[src/rtl/prefetch_ar_arbiter.sv]
// Shares one AXI AR master port between the demand-miss path and NUM_PF prefetchers.
// Define PF_STARVE_GUARD_EN to build the prefetcher starvation guard.
module prefetch_ar_arbiter #(
   parameter int unsigned NUM_PF       = 4,
   parameter int unsigned ADDR_BITS    = 64,
   parameter int unsigned ID_BITS      = 3,
   parameter int unsigned MAX_OUTSTAND = 8,
   parameter int unsigned CNT_BITS     = 4
) (
   input  logic                        clk,
   input  logic                        resetN,
   input  logic                        dmdValid,
   input  logic [ADDR_BITS-1:0]        dmdAddr,
   output logic                        dmdReady,
   input  logic [NUM_PF-1:0]           pfValid,
   input  logic [NUM_PF*ADDR_BITS-1:0] pfAddr,
   output logic [NUM_PF-1:0]           pfReady,
   output logic                        arValid,
   output logic [ADDR_BITS-1:0]        arAddr,
   output logic [ID_BITS-1:0]          arId,
   input  logic                        arReady,
   input  logic                        rDone,
   input  logic [ID_BITS-1:0]          rId,
   input  logic                        rLast,
   output logic [NUM_PF*CNT_BITS-1:0]  pfOutCnt,
   output logic                        errUnderflow
);

   localparam int unsigned         PtrBits = (NUM_PF > 1) ? $clog2(NUM_PF) : 1;
   localparam logic [ID_BITS-1:0]  DmdId   = ID_BITS'(NUM_PF);
   localparam logic [CNT_BITS-1:0] MaxCnt  = CNT_BITS'(MAX_OUTSTAND);
   localparam logic [CNT_BITS:0]   MaxOcc  = (CNT_BITS + 1)'(MAX_OUTSTAND);

   logic                 ar_valid_q, ar_valid_d;
   logic [ADDR_BITS-1:0] ar_addr_q, ar_addr_d;
   logic [ID_BITS-1:0]   ar_id_q, ar_id_d;
   logic [CNT_BITS-1:0]  cnt_q [NUM_PF];
   logic [CNT_BITS-1:0]  cnt_d [NUM_PF];
   logic [PtrBits-1:0]   rr_q, rr_d;
   logic                 err_q, err_d;

   logic                 slot_free;
   logic                 ar_hs;
   logic [ADDR_BITS-1:0] pf_addr [NUM_PF];
   logic [NUM_PF-1:0]    pf_pend;
   logic [NUM_PF-1:0]    pf_inc;
   logic [NUM_PF-1:0]    pf_dec;
   logic [NUM_PF-1:0]    pf_elig;
   logic                 pf_any;
   logic [PtrBits-1:0]   pf_sel;
   logic                 force_pf;
   logic                 grant_dmd;
   logic                 grant_pf;

   assign ar_hs     = ar_valid_q && arReady;
   assign slot_free = !ar_valid_q || arReady;

   for (genvar g = 0; g < NUM_PF; g++) begin : g_pf
      assign pf_addr[g] = pfAddr[g*ADDR_BITS +: ADDR_BITS];
      assign pf_pend[g] = ar_valid_q && (ar_id_q == ID_BITS'(g));
      assign pf_inc[g]  = ar_hs && (ar_id_q == ID_BITS'(g));
      assign pf_dec[g]  = rDone && rLast && (rId == ID_BITS'(g));
      // The request sitting in the AR slot is not yet counted but already committed,
      // so it is charged against the limit to keep the count from ever passing it.
      assign pf_elig[g] = pfValid[g] &&
                          (({1'b0, cnt_q[g]} + {{CNT_BITS{1'b0}}, pf_pend[g]}) < MaxOcc);
      assign pfOutCnt[g*CNT_BITS +: CNT_BITS] = cnt_q[g];
   end

   // Round-robin search: first eligible prefetcher at or after rr_q.
   always_comb begin
      int idx;
      pf_any = 1'b0;
      pf_sel = '0;
      idx    = 0;
      for (int i = 0; i < int'(NUM_PF); i++) begin
         idx = int'(rr_q) + i;
         if (idx >= int'(NUM_PF)) begin
            idx = idx - int'(NUM_PF);
         end
         if (!pf_any && pf_elig[idx[PtrBits-1:0]]) begin
            pf_any = 1'b1;
            pf_sel = idx[PtrBits-1:0];
         end
      end
   end

`ifdef PF_STARVE_GUARD_EN
   logic [2:0] starve_q, starve_d;

   assign force_pf = (starve_q == 3'd4) && pf_any;

   always_comb begin
      starve_d = starve_q;
      if (grant_pf) begin
         starve_d = '0;
      end else if (grant_dmd && pf_any) begin
         starve_d = starve_q + 3'd1;
      end
   end

   always_ff @(posedge clk or negedge resetN) begin
      if (!resetN) begin
         starve_q <= '0;
      end else begin
         starve_q <= starve_d;
      end
   end
`else
   assign force_pf = 1'b0;
`endif

   assign grant_dmd = slot_free && dmdValid && !force_pf;
   assign grant_pf  = slot_free && !grant_dmd && pf_any;
   assign dmdReady  = grant_dmd;

   always_comb begin
      pfReady = '0;
      if (grant_pf) begin
         pfReady[pf_sel] = 1'b1;
      end
   end

   always_comb begin
      ar_valid_d = ar_valid_q;
      ar_addr_d  = ar_addr_q;
      ar_id_d    = ar_id_q;
      rr_d       = rr_q;
      if (grant_dmd) begin
         ar_valid_d = 1'b1;
         ar_addr_d  = dmdAddr;
         ar_id_d    = DmdId;
      end else if (grant_pf) begin
         ar_valid_d = 1'b1;
         ar_addr_d  = pf_addr[pf_sel];
         ar_id_d    = ID_BITS'(pf_sel);
         rr_d       = (pf_sel == PtrBits'(NUM_PF - 1)) ? '0 : pf_sel + 1'b1;
      end else if (ar_hs) begin
         ar_valid_d = 1'b0;
      end
   end

   // Issue and retire in the same cycle cancel; a retire at zero only flags the error.
   always_comb begin
      err_d = err_q;
      for (int k = 0; k < int'(NUM_PF); k++) begin
         cnt_d[k] = cnt_q[k];
         if (pf_inc[k] && !pf_dec[k]) begin
            if (cnt_q[k] != MaxCnt) begin
               cnt_d[k] = cnt_q[k] + 1'b1;
            end
         end else if (pf_dec[k] && !pf_inc[k]) begin
            if (cnt_q[k] == '0) begin
               err_d = 1'b1;
            end else begin
               cnt_d[k] = cnt_q[k] - 1'b1;
            end
         end
      end
   end

   always_ff @(posedge clk or negedge resetN) begin
      if (!resetN) begin
         ar_valid_q <= 1'b0;
         ar_addr_q  <= '0;
         ar_id_q    <= '0;
         rr_q       <= '0;
         err_q      <= 1'b0;
         for (int k = 0; k < int'(NUM_PF); k++) begin
            cnt_q[k] <= '0;
         end
      end else begin
         ar_valid_q <= ar_valid_d;
         ar_addr_q  <= ar_addr_d;
         ar_id_q    <= ar_id_d;
         rr_q       <= rr_d;
         err_q      <= err_d;
         for (int k = 0; k < int'(NUM_PF); k++) begin
            cnt_q[k] <= cnt_d[k];
         end
      end
   end

   assign arValid      = ar_valid_q;
   assign arAddr       = ar_addr_q;
   assign arId         = ar_id_q;
   assign errUnderflow = err_q;

   a_one_ready: assert property (@(posedge clk) disable iff (!resetN)
      $onehot0({dmdReady, pfReady}));

   a_stall_hold: assert property (@(posedge clk) disable iff (!resetN)
      (arValid && !arReady) |=> (arValid && $stable(arAddr) && $stable(arId)));

endmodule

[config.mk]
export PLATFORM = sky130hd
export DESIGN_NAME = prefetch_ar_arbiter
export DESIGN_NICKNAME = d
export VERILOG_FILES = /design/src/rtl/prefetch_ar_arbiter.sv
export SDC_FILE = /design/constraint.sdc
export NUM_CORES = 1
export LEC_CHECK = 0
export BUFFER_PORTS_ARGS = -buffer_cell sky130_fd_sc_hd__clkbuf_2
export CORE_AREA = 2 2 166 168
export CTS_BUF_LIST = sky130_fd_sc_hd__clkbuf_8
export CTS_CLUSTER_SIZE = 25
export DETAILED_ROUTE_END_ITERATION = 8
export DIE_AREA = 0 0 168 170
export GPL_TIMING_DRIVEN = 0
export PLACE_DENSITY = 0.69
export RECOVER_POWER = 100
export SYNTH_ARGS = -nofsm -noshare
export SYNTH_HDL_FRONTEND = slang
export SYNTH_SLANG_ARGS = --single-unit
[constraint.sdc]
create_clock -name clk -period 2.5 [get_ports clk]
set_input_delay 0.125 -clock clk [delete_from_list [all_inputs] [get_ports clk]]
set_output_delay 0.125 -clock clk [all_outputs]
set_load 0.01 [all_outputs]
# Word-level counts from Yosys, hierarchy flattened
# Index checks and enable logic that the tools add are counted.
# totals
ff_bits,87
out_inout_bits,90
elab_cells,191
# op_classes
n_addsub,20
order_cmp,15
n_eq_ne,19
muxes,62
n_bitwise,2
reduce_logical,64
# op_table
operator,count
$mux W64,4
$bmux W64 S2,1
$mux W4,17
$logic_and A1 B1 Y1,33
$mux W1,24
$add A4 B1 Y5,4
$lt A5 B4 Y1 const B,4
$mux W2,9
$add A4 B1 Y4 const B,4
$logic_not A4 Y1,4
$ne A4 B4 Y1 const B,4
$sub A4 B1 Y4 const B,4
$lt A2 B3 Y1 const B,5
$logic_not A1 Y1,13
$eq A3 B2 Y1 const B,4
$ge A3 B3 Y1 const B,4
$reduce_and A3 Y1,4
$reduce_bool A2 Y1,5
$bmux W1 S2,4
$ne A2 B1 Y1 const B,4
$ne A2 B2 Y1 const B,4
$sub A2 B1 Y2 const B,4
$add A2 B2 Y3 const B,2
$eq A3 B1 Y1 const B,2
other kinds (13),15

# Longest topological paths before layout
# depth
word_depth,23
depth_mapped,12
ltp_nobuf,12

# Least setup slack after synthesis
# No wires, ideal clock.
# synth_timing
kind,register to register
from,"register ar_id_q[2], in the netlist arId[2]"
to,register cnt_q (netlist bit pfOutCnt[7])
setup_time_ps,122
arrival_time_ps,2360
slack_ps,17
stages_incl_launch_ff,12
path_buffers,0
period_less_slack_ps,2483
cell_sequence,dfrtp_1 -> nand3b_1 -> or3b_2 -> inv_1 -> ha_1 -> inv_1 -> ha_1 -> a21o_1 -> a21oi_1 -> xnor2_1 -> nor2_1 -> xnor2_1
# synth_via
elab_chain_cells,6
elab_cells_between_ends,10
cone_classes,eq/ne (3); mux (1); reduce/logical (6)
# synth_lines
item,line_no,source
from (decl),36,"logic [ID_BITS-1:0] ar_id_q, ar_id_d;"
from (signal assigned),175,ar_id_q <= ar_id_d;
$eq A3 B1 Y1 (*),61,assign pf_inc[g] = ar_hs && (ar_id_q == ID_BITS'(g));
$logic_and A1 B1 Y1 (*),61,
$logic_not A1 Y1,152,end else if (pf_dec[k] && !pf_inc[k]) begin
$logic_and A1 B1 Y1,152,
$reduce_bool A2 Y1 (no source line),--,
$reduce_and A3 Y1 (no source line),--,
"to (signal, indexed assignment)",179,cnt_q[k] <= cnt_d[k];
to (decl),37,logic [CNT_BITS-1:0] cnt_q [NUM_PF];
# Every way passes the cells marked *; elsewhere a longest branch is shown, timed or not.
# A chain may end at the register's enable or synchronous reset.

# Worst setup path after layout
# layout_timing
from,"register ar_id_q[0], in the netlist arId[0]"
to,output port pfReady[2]
# layout_via
elab_chain_cells,22
elab_cells_between_ends,49
cone_classes,add/sub (4); order compare (6); eq/ne (3); mux (19); reduce/logical (17)
# layout_lines
item,line_no,source
$eq A3 B1 Y1 (tied with other cells),60,assign pf_pend[g] = ar_valid_q && (ar_id_q == ID_BITS'(g));
$logic_and A1 B1 Y1,60,
$add A4 B1 Y5,66,"(({1'b0, cnt_q[g]} + {{CNT_BITS{1'b0}}, pf_pend[g]}) < MaxOcc);"
$lt A5 B4 Y1,66,
$logic_and A1 B1 Y1,65,assign pf_elig[g] = pfValid[g] &&
$bmux W1 S2,81,if (!pf_any && pf_elig[idx[PtrBits-1:0]]) begin
$mux W1 (implied by the code),81,
$mux W1,81,
[... 6 more ...],--,
$logic_not A1 Y1,81,
$logic_and A1 B1 Y1,81,
$mux W2,81,
$lt A2 B3 Y1 (implied by the code) / $ge A2 B1 Y1 (equally long branches),120,pfReady[pf_sel] = 1'b1;
$logic_and A1 B1 Y1 (implied by the code),120,
$mux W1 (implied by the code),120,
$demux W1 S2,120,
$mux W4 (*),119,if (grant_pf) begin
to (decl),17,"output logic [NUM_PF-1:0] pfReady,"
# Every way passes the cells marked *; elsewhere a longest branch is shown, timed or not. The select of a mux whose other input is x is not followed.

==> results.toml <==
[outcome]
outcome = "complete, but fails checks"
violations = "negative setup slack"

[cells_and_area]
multi_input_area_um2 = 5610
regArea_um2 = 2190
syn_to_final_growth_pct = 54.3
stdcell_area_um2 = 12300
fin_nets = 1678
stdcell_count = 1670
n_fill_cell = 2594
drive_gt1_share_pct = 54.8

[die]
coreArea_um2 = 26700
initial_core_util_pct = 29.8
pin_count = 423
die_w_um = 168
fp-row-count = 60
die_y_um = 170
die_area_um2 = 28600

[worst_setup_path]
r2r.worst_path.cells = 11
critical_path_class = "reg2out"
max_stage_delay_ns = 0.48
cp-start-kind = "flop"
cp.arrival_ns = 2.52
crit_chain = "nor3b_4 -> buf_4 -> a211oi_2 -> a211oi_2 -> and2_4 -> inv_4 -> buf_12 -> buf_12 -> ha_4 -> and3_4 -> buf_8"
cp.required_ns = 2.38
critPathMaxFanout = 6
cpMaxStageDelayCell = "dfrtp_2"
end_kind = "output pin"

[pwr]
power.leakage_nw = 5.81
powerDensity_nw_per_um2 = 1030
p_total_mw = 12.7
vdd_drop_max_uv = 419

[sta]
slew_violations = 0
hold_viol_final = 0
skew_ns = 0.0159
setup_slack_ns = -0.148
setup_tns_ns = -0.488
relSlewSlack_pct = 24.3
rsz0062_at_grt = "true"
period_needed_ns = 2.65
setup_violations = 4
min_period_over_period_pct = 106
fmaxAchievable_mhz = 378
tightest_slew_ns = 1.14

[place]
gp_congestion = 0.901
placed_area_um2 = 10500
hpwl_um = 27700
io_buffers = 422
dp_cells = 1558

[cts]
cts_tree = "yes"
clkLatencyLatePin_ns = 0.38
htree_levels = 3
clk_pin_slew_ns = 0.11
cts_buffers = 9
numClockSinks = 87
clock_path_buffers = 2
root_buffer = "clkbuf_8"

[synthesis]
ys_seq_area_share_pct = 27.4
synth_top_cell_by_area = "dfrtp_1"
async_reset_ff_share_pct = 100
synth_area_leaders = "dfrtp_1, a211oi_2, and3_1"
syn_area_um2 = 7940
synth_edf_count = 0
synth_top_area_share_pct = 27.4
syn_inst = 794
ys_ff_latch = 87
syn_nets = 1151
ys.flop_type = "dfrtp_1"
synth.distinct_cells = 50
synth-warning-count = 0
synth.avg_cell_area_um2 = 10.0

[drt]
drtIter0Drc = 316
avgViaCountPerCell = 5.33
first_pass_iters = 4
drt-total-wl_um = 36600
detail-route-antenna-nets = 0
routedWlPerCell_um = 21.9
remaining_drc_errors = 0
num_vias = 8894

[global_route]
grt_util_all_layers_pct = 24.2
grt_max_degree = 49
antenna_found_initial = 6
grt_pass1_wl_um = 53100
grt-ovfl-total = 0
grt_pass1_vias = 9165

[hold_path]
hold_class = "in2reg"
worstHoldPathCells = 3

[job]
cap_violations = 0
power breakdown:
| group | total (mW) | internal [mW] | leakage, nW | switching [mW] |
|---|---|---|---|---|
| Clock | 1.13 | 0.497 | 0.103 | 0.632 |
| Sequential | 2.63 | 2.05 | 1.03 | 0.579 |
| Combinational | 8.89 | 3.95 | 4.68 | 4.94 |
synth_stat cells, types with 3 or more instances:
library cell and count:
nor2_1 10, nand2_1 83, buf_12 6, xnor2_1 14, o31ai_1 5, a21oi_1 6
mux2_2 4, clkbuf_1 38, nand2b_1 6, nor3_1 4, nand3_1 5, a21o_1 8
fa_1 4, buf_4 12, or3_1 3, and3_1 132, inv_1 17, buf_6 6
nand4_1 3, a211oi_2 121, a2bb2oi_1 64, o31ai_2 60, or2_2 5, a211oi_1 12
o21ai_0 11, dfrtp_1 87, ha_1 20, buf_2 22
critical path, delay by kind of cell (launching register included):
kind	cells	cell delay (ns)
AO/OA/AOI/OAI	2	0.33
adder cells (fa/ha/maj)	1	0.14
buffers and inverters	5	0.55
flip-flops	1	0.48
AND/OR/NAND/NOR	3	0.64
cells by family (layout without fill, tap and decap cells):
group / Yosys count / count (layout) / share of synthesized area, %
buffers and inverters: 102 / 634 / 7.53
flip-flops: 87 / 87 / 27.4
adder cells (fa/ha/maj): 24 / 24 / 4.16
multiplexers: 4 / 4 / 0.567
other: 0 / 3 / 0
AO/OA/AOI/OAI: 300 / 300 / 40.7
XOR/XNOR: 16 / 16 / 1.76
AND/OR/NAND/NOR: 261 / 261 / 17.9
layer usage:
metal	wire, um	part of all wire [%]	track usage, %	vias up
met3	2260	6.2	4.35	62
met4	924	2.5	6.69	4
li1	-	-	-	4098
met1	15100	41	29.6	4328
met5	30	0.082	0	-
met2	18300	50	43.6	402
worst paths after layout:
check                          endpoint  slack (ns)    startpoint
max                          pfReady[2]       -0.15       arId[0]
min                          arAddr[10]        0.03   dmdAddr[10]
max reg2reg                  arAddr[37]        0.02       arId[0]
min reg2reg                errUnderflow        0.51  errUnderflow
max in group asynchronous       arId[2]        0.56        resetN
min in group asynchronous    arAddr[49]        0.47        resetN
sequential cells by signal, summed over array words and instances (netlist names):
signal,cells
pfOutCnt,16
arId,3
rr_q,2
arValid,1
arAddr,64
errUnderflow,1
repair_timing:
action                                 in CTS  in global routing
pin swaps                                  16                 18
gates cloned                                0                  2
setup endpoints to repair                  75                 75
gates resized for setup                   108                102
buffers inserted                           19                 13
endpoints found under the hold margin     101                  0
hold buffers                               63                  0
stage by stage:
stage	setup WS [ns]	utilization, %	hold WS (ns)
global route	-0.247	46.0	0.0237
CTS	-0.144	44.9	0.00968
detailed placement	-0.414	39.4	0.203
global placement	-0.383	39.3	0.345
floorplan	0.0171	-	-0.171
finish	-0.148	46.0	0.0263
cells in the final DEF, fill, tap and decap left out, drive strengths merged, types with 5 or more instances in the layout:
cell / instances
clkbuf: 467
a211oi: 133
and3: 132
dfrtp: 87
nand2: 83
buf: 80
o31ai: 65
a2bb2oi: 64
dlygate4sd3: 63
ha: 20
inv: 19
xnor2: 14
o21ai: 13
nor2: 10
a21o: 10
a21oi: 7
nand2b: 6
nand3: 5
or2: 5
area by class of cell:
type / instances / share of cell area [%]
antenna: 3 / 0.0612
buffer: 82 / 6.03
clock buffer: 10 / 1.12
clock inverter: 6 / 0.561
inverter: 18 / 0.633
multi-input combinational: 605 / 45.8
sequential: 87 / 17.9
tap: 341 / 3.48
timing repair buffer: 518 / 24.5
Note: power is estimated with default switching activity, not from simulation.
